## src/rtl/muldiv_hilo.sv

```systemverilog
// MIPS32 multiply/divide unit owning HI/LO: iterative radix-2 MULT/MULTU/DIV/DIVU plus MTHI/MTLO.
// Optional single-cycle multiplier when MULDIV_FAST_MUL_EN is defined (division stays iterative).
module muldiv_hilo #(
  parameter int WIDTH = 32
) (
  input  logic             clk,
  input  logic             reset,
  input  logic             start,
  input  logic [1:0]       op,
  input  logic [WIDTH-1:0] a,
  input  logic [WIDTH-1:0] b,
  input  logic             write_hi,
  input  logic             write_lo,
  input  logic [WIDTH-1:0] wdata,
  output logic             busy,
  output logic             done,
  output logic [WIDTH-1:0] hi,
  output logic [WIDTH-1:0] lo
);

  // state | meaning
  // IDLE  | waiting for start; MTHI/MTLO accepted
  // RUN   | one radix-2 step per edge until the last step writes hi/lo
  localparam logic ST_IDLE = 1'b0;
  localparam logic ST_RUN  = 1'b1;
  localparam int   W2      = 2 * WIDTH;

  logic             state, state_n;
  logic [4:0]       cnt;
  logic             is_div, neg_q, neg_r, div0;
  logic [WIDTH-1:0] a_raw, mcand;
  logic [W2-1:0]    prod;

  logic             op_signed;
  logic [WIDTH-1:0] abs_a, abs_b;
  logic             last_step;
  logic [WIDTH:0]   sum, rem_sh, diff;
  logic [W2-1:0]    step_next, mul_res;
  logic [WIDTH-1:0] quo, rem;

  assign op_signed = ~op[0];
  assign abs_a = (op_signed && a[WIDTH-1]) ? -a : a;
  assign abs_b = (op_signed && b[WIDTH-1]) ? -b : b;

`ifdef MULDIV_FAST_MUL_EN
  assign last_step = (cnt == 5'd31) || !is_div;
`else
  assign last_step = (cnt == 5'd31);
`endif

  // Datapath: prod holds {partial, multiplier} for multiply and {remainder, quotient} for divide
  always_comb begin
    sum       = {1'b0, prod[W2-1:WIDTH]} + (prod[0] ? {1'b0, mcand} : '0);
    rem_sh    = {prod[W2-1:WIDTH], prod[WIDTH-1]};
    diff      = rem_sh - {1'b0, mcand};
    step_next = {sum, prod[WIDTH-1:1]};
    if (is_div) begin
      if (!diff[WIDTH]) step_next = {diff[WIDTH-1:0], prod[WIDTH-2:0], 1'b1};
      else              step_next = {rem_sh[WIDTH-1:0], prod[WIDTH-2:0], 1'b0};
    end
`ifdef MULDIV_FAST_MUL_EN
    else begin
      step_next = {{WIDTH{1'b0}}, mcand} * {{WIDTH{1'b0}}, prod[WIDTH-1:0]};
    end
`endif
    mul_res = neg_q ? -step_next : step_next;
    quo     = neg_q ? -step_next[WIDTH-1:0] : step_next[WIDTH-1:0];
    rem     = neg_r ? -step_next[W2-1:WIDTH] : step_next[W2-1:WIDTH];
  end

  always_ff @(posedge clk) begin
    if (reset) state <= ST_IDLE;
    else       state <= state_n;
  end

  always_comb begin
    state_n = state;
    case (state)
      ST_IDLE: if (start)     state_n = ST_RUN;
      ST_RUN:  if (last_step) state_n = ST_IDLE;
      default: state_n = ST_IDLE;
    endcase
  end

  always_comb begin
    busy = (state == ST_RUN);
  end

  always_ff @(posedge clk) begin
    if (reset) begin
      cnt    <= '0;
      done   <= 1'b0;
      hi     <= '0;
      lo     <= '0;
      is_div <= 1'b0;
      neg_q  <= 1'b0;
      neg_r  <= 1'b0;
      div0   <= 1'b0;
      a_raw  <= '0;
      mcand  <= '0;
      prod   <= '0;
    end else begin
      done <= 1'b0;
      if (state == ST_IDLE) begin
        if (start) begin
          cnt    <= '0;
          is_div <= op[1];
          neg_q  <= op_signed && (a[WIDTH-1] ^ b[WIDTH-1]);
          neg_r  <= op_signed && a[WIDTH-1];
          div0   <= (b == '0);
          a_raw  <= a;
          if (op[1]) begin
            mcand <= abs_b;
            prod  <= {{WIDTH{1'b0}}, abs_a};
          end else begin
            mcand <= abs_a;
            prod  <= {{WIDTH{1'b0}}, abs_b};
          end
        end else begin
          if (write_hi) hi <= wdata;
          if (write_lo) lo <= wdata;
        end
      end else begin
        cnt  <= cnt + 5'd1;
        prod <= step_next;
        if (last_step) begin
          done <= 1'b1;
          if (!is_div) begin
            hi <= mul_res[W2-1:WIDTH];
            lo <= mul_res[WIDTH-1:0];
          end else if (div0) begin
            // Divide by zero is architecturally unpredictable; return dividend / all-ones
            hi <= a_raw;
            lo <= '1;
          end else begin
            hi <= rem;
            lo <= quo;
          end
        end
      end
    end
  end

endmodule

```

## config.mk

```make
export PLATFORM = sky130hd
export DESIGN_NAME = muldiv_hilo
export DESIGN_NICKNAME = d
export VERILOG_FILES = /design/src/rtl/muldiv_hilo.sv
export SDC_FILE = /design/constraint.sdc
export NUM_CORES = 1
export LEC_CHECK = 0
export BUFFER_PORTS_ARGS = -buffer_cell sky130_fd_sc_hd__buf_2
export CORE_ASPECT_RATIO = 1.1
export CORE_MARGIN = 2
export CORE_UTILIZATION = 44
export DETAILED_ROUTE_END_ITERATION = 8
export MAX_ROUTING_LAYER = met4
export PLACE_DENSITY = 0.77
export SLEW_MARGIN = 20
export SYNTH_ARGS = -nofsm -noshare
export SYNTH_HDL_FRONTEND = slang
export SYNTH_SLANG_ARGS = --single-unit
```

## constraint.sdc

```tcl
create_clock -name clk -period 5.55 [get_ports clk]
set_input_delay 0.2775 -clock clk [delete_from_list [all_inputs] [get_ports clk]]
set_output_delay 0.2775 -clock clk [all_outputs]
set_load 0.005 [all_outputs]
```

==> results of run 1 <==
[synthesized netlist by cell type (all sizes together) (27+ instances only)]
master	number
o211ai	55
xor2	78
a311oi	43
inv	70
o31ai	27
a211oi	74
a31oi	37
nor3	70
and3	53
nor2b	34
buf	38
nand2	344
clkbuf	133
o21ai	146
a21oi	249
ha	70
nand3	30
dfxtp	203
nor2	259
xnor2	96
mux2i	61
and2	50
[through the flow]
| stage | hold slack [ns] | TNS, ns | worst slack (ns) | cell area [um^2] |
|---|---|---|---|---|
| 6_report | 0.0148 | 0 | 0.0493 | 21000 |
| 5_1_grt | 0.0188 | -0.188 | -0.0890 | 21000 |
| 4_1_cts | 0.00397 | -0.0100 | -0.0100 | 20900 |
| 3_5_place_dp | 0.448 | -0.379 | -0.109 | 19800 |
| 3_3_place_gp | 0.443 | -0.210 | -0.0682 | 19800 |
| 2_1_floorplan | 0.413 | 0 | 0.0144 | 17800 |
[power by group through the flow]
| stage | logic [mW] | clock network [mW] | registers (mW) |
|---|---|---|---|
| final | 1.83 | 1.89 | 1.64 |
| after global routing | 1.95 | 1.94 | 1.65 |
| after CTS | 1.75 | 1.89 | 1.64 |
| after detailed placement | 1.74 | 0 | 1.67 |
| after global placement | 1.73 | 0 | 1.66 |
| after floorplan | 1.07 | 0 | 1.63 |
[sequential cells by signal, summed over array words and instances (netlist names), 5 cells and up]
name   flops
a_raw     32
mcand     32
lo        32
hi        32
cnt        5
prod      64
[how the worst max path moves through the flow]
stage | slack (ns) | end | cells past startpoint | start
4_1_cts | -0.01 | hi[30] | 24 | prod[31]
3_3_place_gp | -0.07 | hi[30] | 24 | prod[31]
5_1_grt | -0.09 | hi[26] | 24 | prod[31]
2_1_floorplan | 0.01 | hi[30] | 24 | prod[31]
6_report | 0.05 | hi[26] | 24 | prod[31]
3_5_place_dp | -0.11 | hi[30] | 24 | prod[31]
[cells by family (layout without fill, tap and decap cells)]
kind of cell             after synthesis  after routing
XOR/XNOR                             174            174
buffers and inverters                242            451
AND/OR/NAND/NOR                      968            968
AO/OA/AOI/OAI                        794            794
flip-flops                           203            203
other                                  0              8
multiplexers                          64             64
adder cells (fa/ha/maj)               72             72
[area by class of cell]
cell class	count	area, um^2	area share, %
repair buffers	335	2140	10.2
clock buffers	34	739	3.52
diodes	8	20.0	0.0952
flip-flops and latches	203	4080	19.4
multi-input cells	2072	12900	61.6
inverters	71	269	1.28
well taps	513	642	3.05
clock inverters	11	195	0.929
[critical path, cell delays in order (launching register included)]
cell      delay [ns]
dfxtp_2         0.32
inv_2           0.07
ha_4            0.13
inv_2           0.03
fa_2            0.35
a211oi_2        0.30
o211ai_2        0.16
a311oi_2        0.21
buf_4           0.17
nor3_4          0.04
or3_4           0.35
nand3_4         0.13
nand2_4         0.07
inv_4           0.06
ha_4            0.14
o221ai_4        0.09
or2_1           0.24
or3_1           0.34
or4_4           0.42
or3_4           0.34
or3_4           0.41
or4_4           0.53
o21ai_2         0.17
nand3_1         0.09
a311oi_1        0.23
[what timing repair did]
| action | CTS | global route |
|---|---|---|
| hold endpoints to repair | 9 | 0 |
| pin swaps | 2 | 6 |
| endpoints found under the setup margin | 9 | 16 |
| setup buffers | 1 | 3 |
| gates cloned | 0 | 0 |
| hold buffers | 9 | 0 |
| resized for setup | 5 | 22 |
[metal layers]
layer	wire length (um)	part of all wire, %
met1	31900	40
met2	35000	44
met3	8380	10
met4	4740	5.9
met5	0	0
==> reports/results.txt, run 1 <==
Design Power: 5.36 mW
TritonCTS clock tree: built
Seq/Total Area, Yosys: 22.9%
GR Layer Usage met3: 8.24%
1st-pass router iterations: 6
total of max-cap violations: 0
FMAX: 182 MHz
Clock Sinks: 203
vias in the first global route: 19,317
Post-Synth Adder-Cell Area: 5.15%
Cells after Synth: 2,517
Post-DP HPWL: 62.2 mm
Hold Path Origin: a[4]
GR Util met1: 47.7%
nets@finish: 2,883
Synth Area in Simple Gates: 25.3%
Final period util: 99.1%
leading cell types in the layout, fill and taps excluded: nand2_1 (340), nor2_1 (257), a21oi_1 (244)
global route total overflow: 0
Routed WL: 80.0 mm
Synth Register Bits: 203
Pleak: 8.64 nW
switching share of power: 37.2%
R2R cell count: 24
initial antenna violation count: 7
CP max FO: 7
die area: 42,000 um^2
mean area per synthesized cell: 7.06 um^2
Syn Nets: 2,692
P_sw: 2.00 mW
critical path class: register to register
Arrival @ worst endpoint: 5.98 ns
H-Tree Level Count: 1
Comb pwr share: 34.1%
Area contributors post-synth: dfxtp_1 (23%), nand2_1 (7.3%), a21oi_1 (7.0%), nor2_1 (5.4%), ha_1 (4.9%)
largest net degree at the start of global routing: 96
RSZ-0062 raised after global routing: yes
synthesized area: 17,800 um^2
Worst R2R Start: prod[31]
Hold Fails Final Rpt: 0
Vias: 20,794
largest family of logic cells by synthesized area: compound AO/OA/AOI/OAI gates
reg2reg setup slack: 0.05 ns
Hold Path End: a_raw[4]
Worst EP required: 6.03 ns
DRC viols: 0
GRT busiest layer: met2
Main synth FF type: dfxtp_1
row count: 77
Pint: 3.36 mW
share of cells above drive strength 1: 16.1%
Tmin final: 5.50 ns
Post-synth EDFFs: 0
Seq pwr share: 30.7%
fraction of registers with async set/reset: 0%
deepest clock path buffer count: 3
Core Region: 40,000 um^2
Synth Area in XOR/XNOR: 8.57%
post-DR wirelength/cell: 24.7 um
fin. max-slew vios: 0
Tightest Pin Transition: 1.10 ns
Slew Limit Headroom: 26.6%
Via density: 6.40
layout overhead on the synthesized area: 18.2%
met2 usage: 56.7%
PortBufs: 168
worst hold-check path type: input port to register
status: finished clean
CP endpoint kind: register
CTS Buf Count: 25
# fillers: 3,925
1st-iter DRT viols: 2,896
commonest non-fill, non-tap cell in the layout: nand2_1
clock-pin slew on the worst setup and hold paths: 0.06 ns
final core utilization: 52.6%
worst-skew pair later-pin latency: 0.57 ns
post-layout instance count excluding filler cells: 3,247
hold path cells: 3
io pins: 169
Final GP Congestion: 1.03
starting density of the core: 44.5%
CTS root buffer: clkbuf_16
Yosys warnings: 0
final clock skew: 0.0225 ns
r2r endpoint: hi[26]
Clk pwr share: 35.2%
CP startpoint kind: register
Synth Area in Compound Gates: 29.2%
DP Cell Count: 3,181
pwr/cell area: 255 nW/um^2
die height: 215 um
synth unique cells: 86
Max VDD drop: 0.000246 V
GRT Util Overall: 37.8%
DRT antenna net count: 0
Yosys top cell by area: dfxtp_1
Synth top area share: 22.9%
width of the die: 196 um
mux cell area share after synthesis: 3.62%
final setup fails: 0
first-pass GRT wire length: 119 mm
(Power assumes the default switching activity.)
==> inputs of run 2 (changes only) <==
--- a/config.mk
+++ b/config.mk
@@ -11,7 +11,8 @@
 export CORE_UTILIZATION = 44
 export DETAILED_ROUTE_END_ITERATION = 8
 export MAX_ROUTING_LAYER = met4
-export PLACE_DENSITY = 0.77
+export PLACE_DENSITY_LB_ADDON = 0.3
+export REMOVE_ABC_BUFFERS = 1
 export SLEW_MARGIN = 20
 export SYNTH_ARGS = -nofsm -noshare
 export SYNTH_HDL_FRONTEND = slang
==> run 2 against run 1 <==
Effect of this change:
- the flow now finishes with violations (negative setup slack)
- flip-flop and latch count stayed put
- clock-buffer cell count is 6 lower
- critical endpoint unchanged
- non-clock buffer count increased by 49
- die area unchanged
- clock power hardly changed
- worst setup slack worse by 0.11 ns
- cell area grew 1.9%
- total power shrank 0.27%
- sequential share of layout area shrank 0.36 points
==> reports/results.txt, run 2 (same netlist as run 1, synthesis figures left out) <==
status: finished with violations
violated checks: negative setup slack
final setup margin: -0.0589 ns (-0.108 ns)
first-pass GRT wire length: 114 mm (-4.9%)
PortBufs: 168 (unchanged)
Top reg by flops: prod
CP startpoint kind: register
Final GP Congestion: 1.03 (-0.53%)
final clock skew: 0.0120 ns (-0.0106 ns)
Routed WL: 74.9 mm (-6.5%)
Setup TNS Final: -0.0704 ns (-0.0704 ns)
CP endpoint kind: register
Final period util: 101% (+1.9 points)
die height: 215 um (unchanged)
Hold Fails Final Rpt: 0 (unchanged)
final setup fails: 2 (+2)
critical path class: register to register
post-DR wirelength/cell: 22.7 um (-7.7%)
Max VDD drop: 0.000238 V (-3.3%)
Slew Limit Headroom: 31.4% (+4.9 points)
FMAX: 178 MHz (-1.9%)
share of cells above drive strength 1: 17.8% (+1.7 points)
1st-iter DRT viols: 2,094 (-28%)
deepest clock path buffer count: 3 (unchanged)
starting density of the core: 44.5% (unchanged)
leading cell types in the layout, fill and taps excluded: nand2_1 (342), nor2_1 (257), a21oi_1 (245)
TritonCTS clock tree: built
Clock Sinks: 203 (unchanged)
Pleak: 8.88 nW (+2.8%)
width of the die: 196 um (unchanged)
H-Tree Level Count: 1 (unchanged)
GRT Util Overall: 35.5% (-2.3 points)
total of max-cap violations: 0 (unchanged)
Tightest Pin Transition: 1.03 ns (-0.0704 ns)
largest net degree at the start of global routing: 105 (+9.4%)
fin. max-slew vios: 0 (unchanged)
Via density: 6.27 (-2.2%)
worst-skew pair later-pin latency: 0.56 ns (about the same)
CP max FO: 7 (unchanged)
die area: 42,000 um^2 (unchanged)
Vias: 20,620 (-0.84%)
Design Power: 5.35 mW (-0.27%)
DRT antenna net count: 0 (unchanged)
nets@finish: 2,933 (+1.7%)
global route total overflow: 0 (unchanged)
DP Cell Count: 3,218 (+1.2%)
commonest non-fill, non-tap cell in the layout: nand2_1
pwr/cell area: 250 nW/um^2 (-2.1%)
clock-pin slew on the worst setup and hold paths: 0.06 ns (about the same)
row count: 77 (unchanged)
Post-DP HPWL: 56.9 mm (-8.7%)
vias in the first global route: 19,497 (+0.93%)
1st-pass router iterations: 6 (unchanged)
worst hold-check path type: input port to register
CTS root buffer: clkbuf_16
Worst EP required: 6.02 ns (about the same)
CTS Buf Count: 26 (+4.0%)
Tmin final: 5.61 ns (+0.108 ns)
post-layout instance count excluding filler cells: 3,291 (+1.4%)
RSZ-0062 raised after global routing: yes
io pins: 169 (unchanged)
initial antenna violation count: 0 (-7)
layout overhead on the synthesized area: 20.4%
Antenna Cells: 0 (-8)
Core Region: 40,000 um^2 (unchanged)
DRC viols: 0 (unchanged)
Arrival @ worst endpoint: 6.08 ns (+0.10 ns)
Largest register FFs: 64 (unchanged)
# fillers: 3,949 (+0.61%)
==> run 2: through the flow <==
step,hold WS [ns],instance area (um^2),util [%],setup slack (ns)
after detailed placement,0.447,20100,50.2,-0.477
after global routing,0.0280,21400,53.6,-0.175
after global placement,0.438,20100,50.2,-0.364
after CTS,0.00433,21300,53.2,-0.0121
after floorplan,0.347,17100,-,-2.58
final,0.0197,21400,53.6,-0.0589
==> run 2: report_power, final <==
group          internal, mW  total, mW  switching (mW)  leakage [nW]
Combinational         0.675       1.81            1.13          6.75
Clock                  1.15       1.90           0.752         0.464
Sequential             1.55       1.64          0.0903          1.67
Total                  3.37       5.35            1.98          8.88
==> run 2: per-layer routing <==
metal / wire (um) / GRT usage [%] / up-vias
li1: - / - / 9636
met1: 30400 / 44.2 / 9807
met2: 33800 / 55.6 / 980
met3: 5740 / 4.69 / 197
met4: 4820 / 19.5 / 0
met5: 0 / - / -
==> run 2: area by class of cell <==
type,instances,area (um^2),share of cell area [%]
Clock buffer,28,701,3.27
Clock inverter,20,244,1.14
Inverter,71,269,1.26
Multi-Input combinational cell,2072,13000,60.6
Sequential cell,203,4080,19.0
Tap cell,513,642,3.00
Timing Repair Buffer,384,2510,11.7
==> run 2: worst paths after layout <==
path,from,end,slack [ns],cells after the start
worst min-delay path,a[25],a_raw[25],0.02,3
worst max register to register,prod[31],hi[26],-0.06,23
worst max-delay path,prod[31],hi[26],-0.06,23
worst min register to register,a_raw[20],a_raw[20],0.45,2
==> run 2: timing repair <==
item / CTS / global route
endpoints found under the setup margin: 18 / 22
hold buffers: 11 / 0
pin swaps: 9 / 12
endpoints found under the hold margin: 11 / 0
gates cloned: 0 / 0
setup buffers: 7 / 8
gates resized for setup: 21 / 19
==> run 2: critical path, stage by stage (launching register included) <==
cell,delay [ns]
dfxtp_2,0.32
inv_2,0.07
ha_4,0.13
inv_2,0.03
fa_2,0.36
a211oi_4,0.26
o211ai_2,0.16
a311oi_2,0.36
nor3_2,0.09
or3_4,0.36
nand3_4,0.15
nand2_4,0.07
inv_4,0.06
ha_4,0.12
o221ai_2,0.09
or2_1,0.26
or3_4,0.39
or4_4,0.43
or3_4,0.34
or3_4,0.42
or4_4,0.54
o21ai_2,0.15
nand3_1,0.09
a311oi_1,0.27
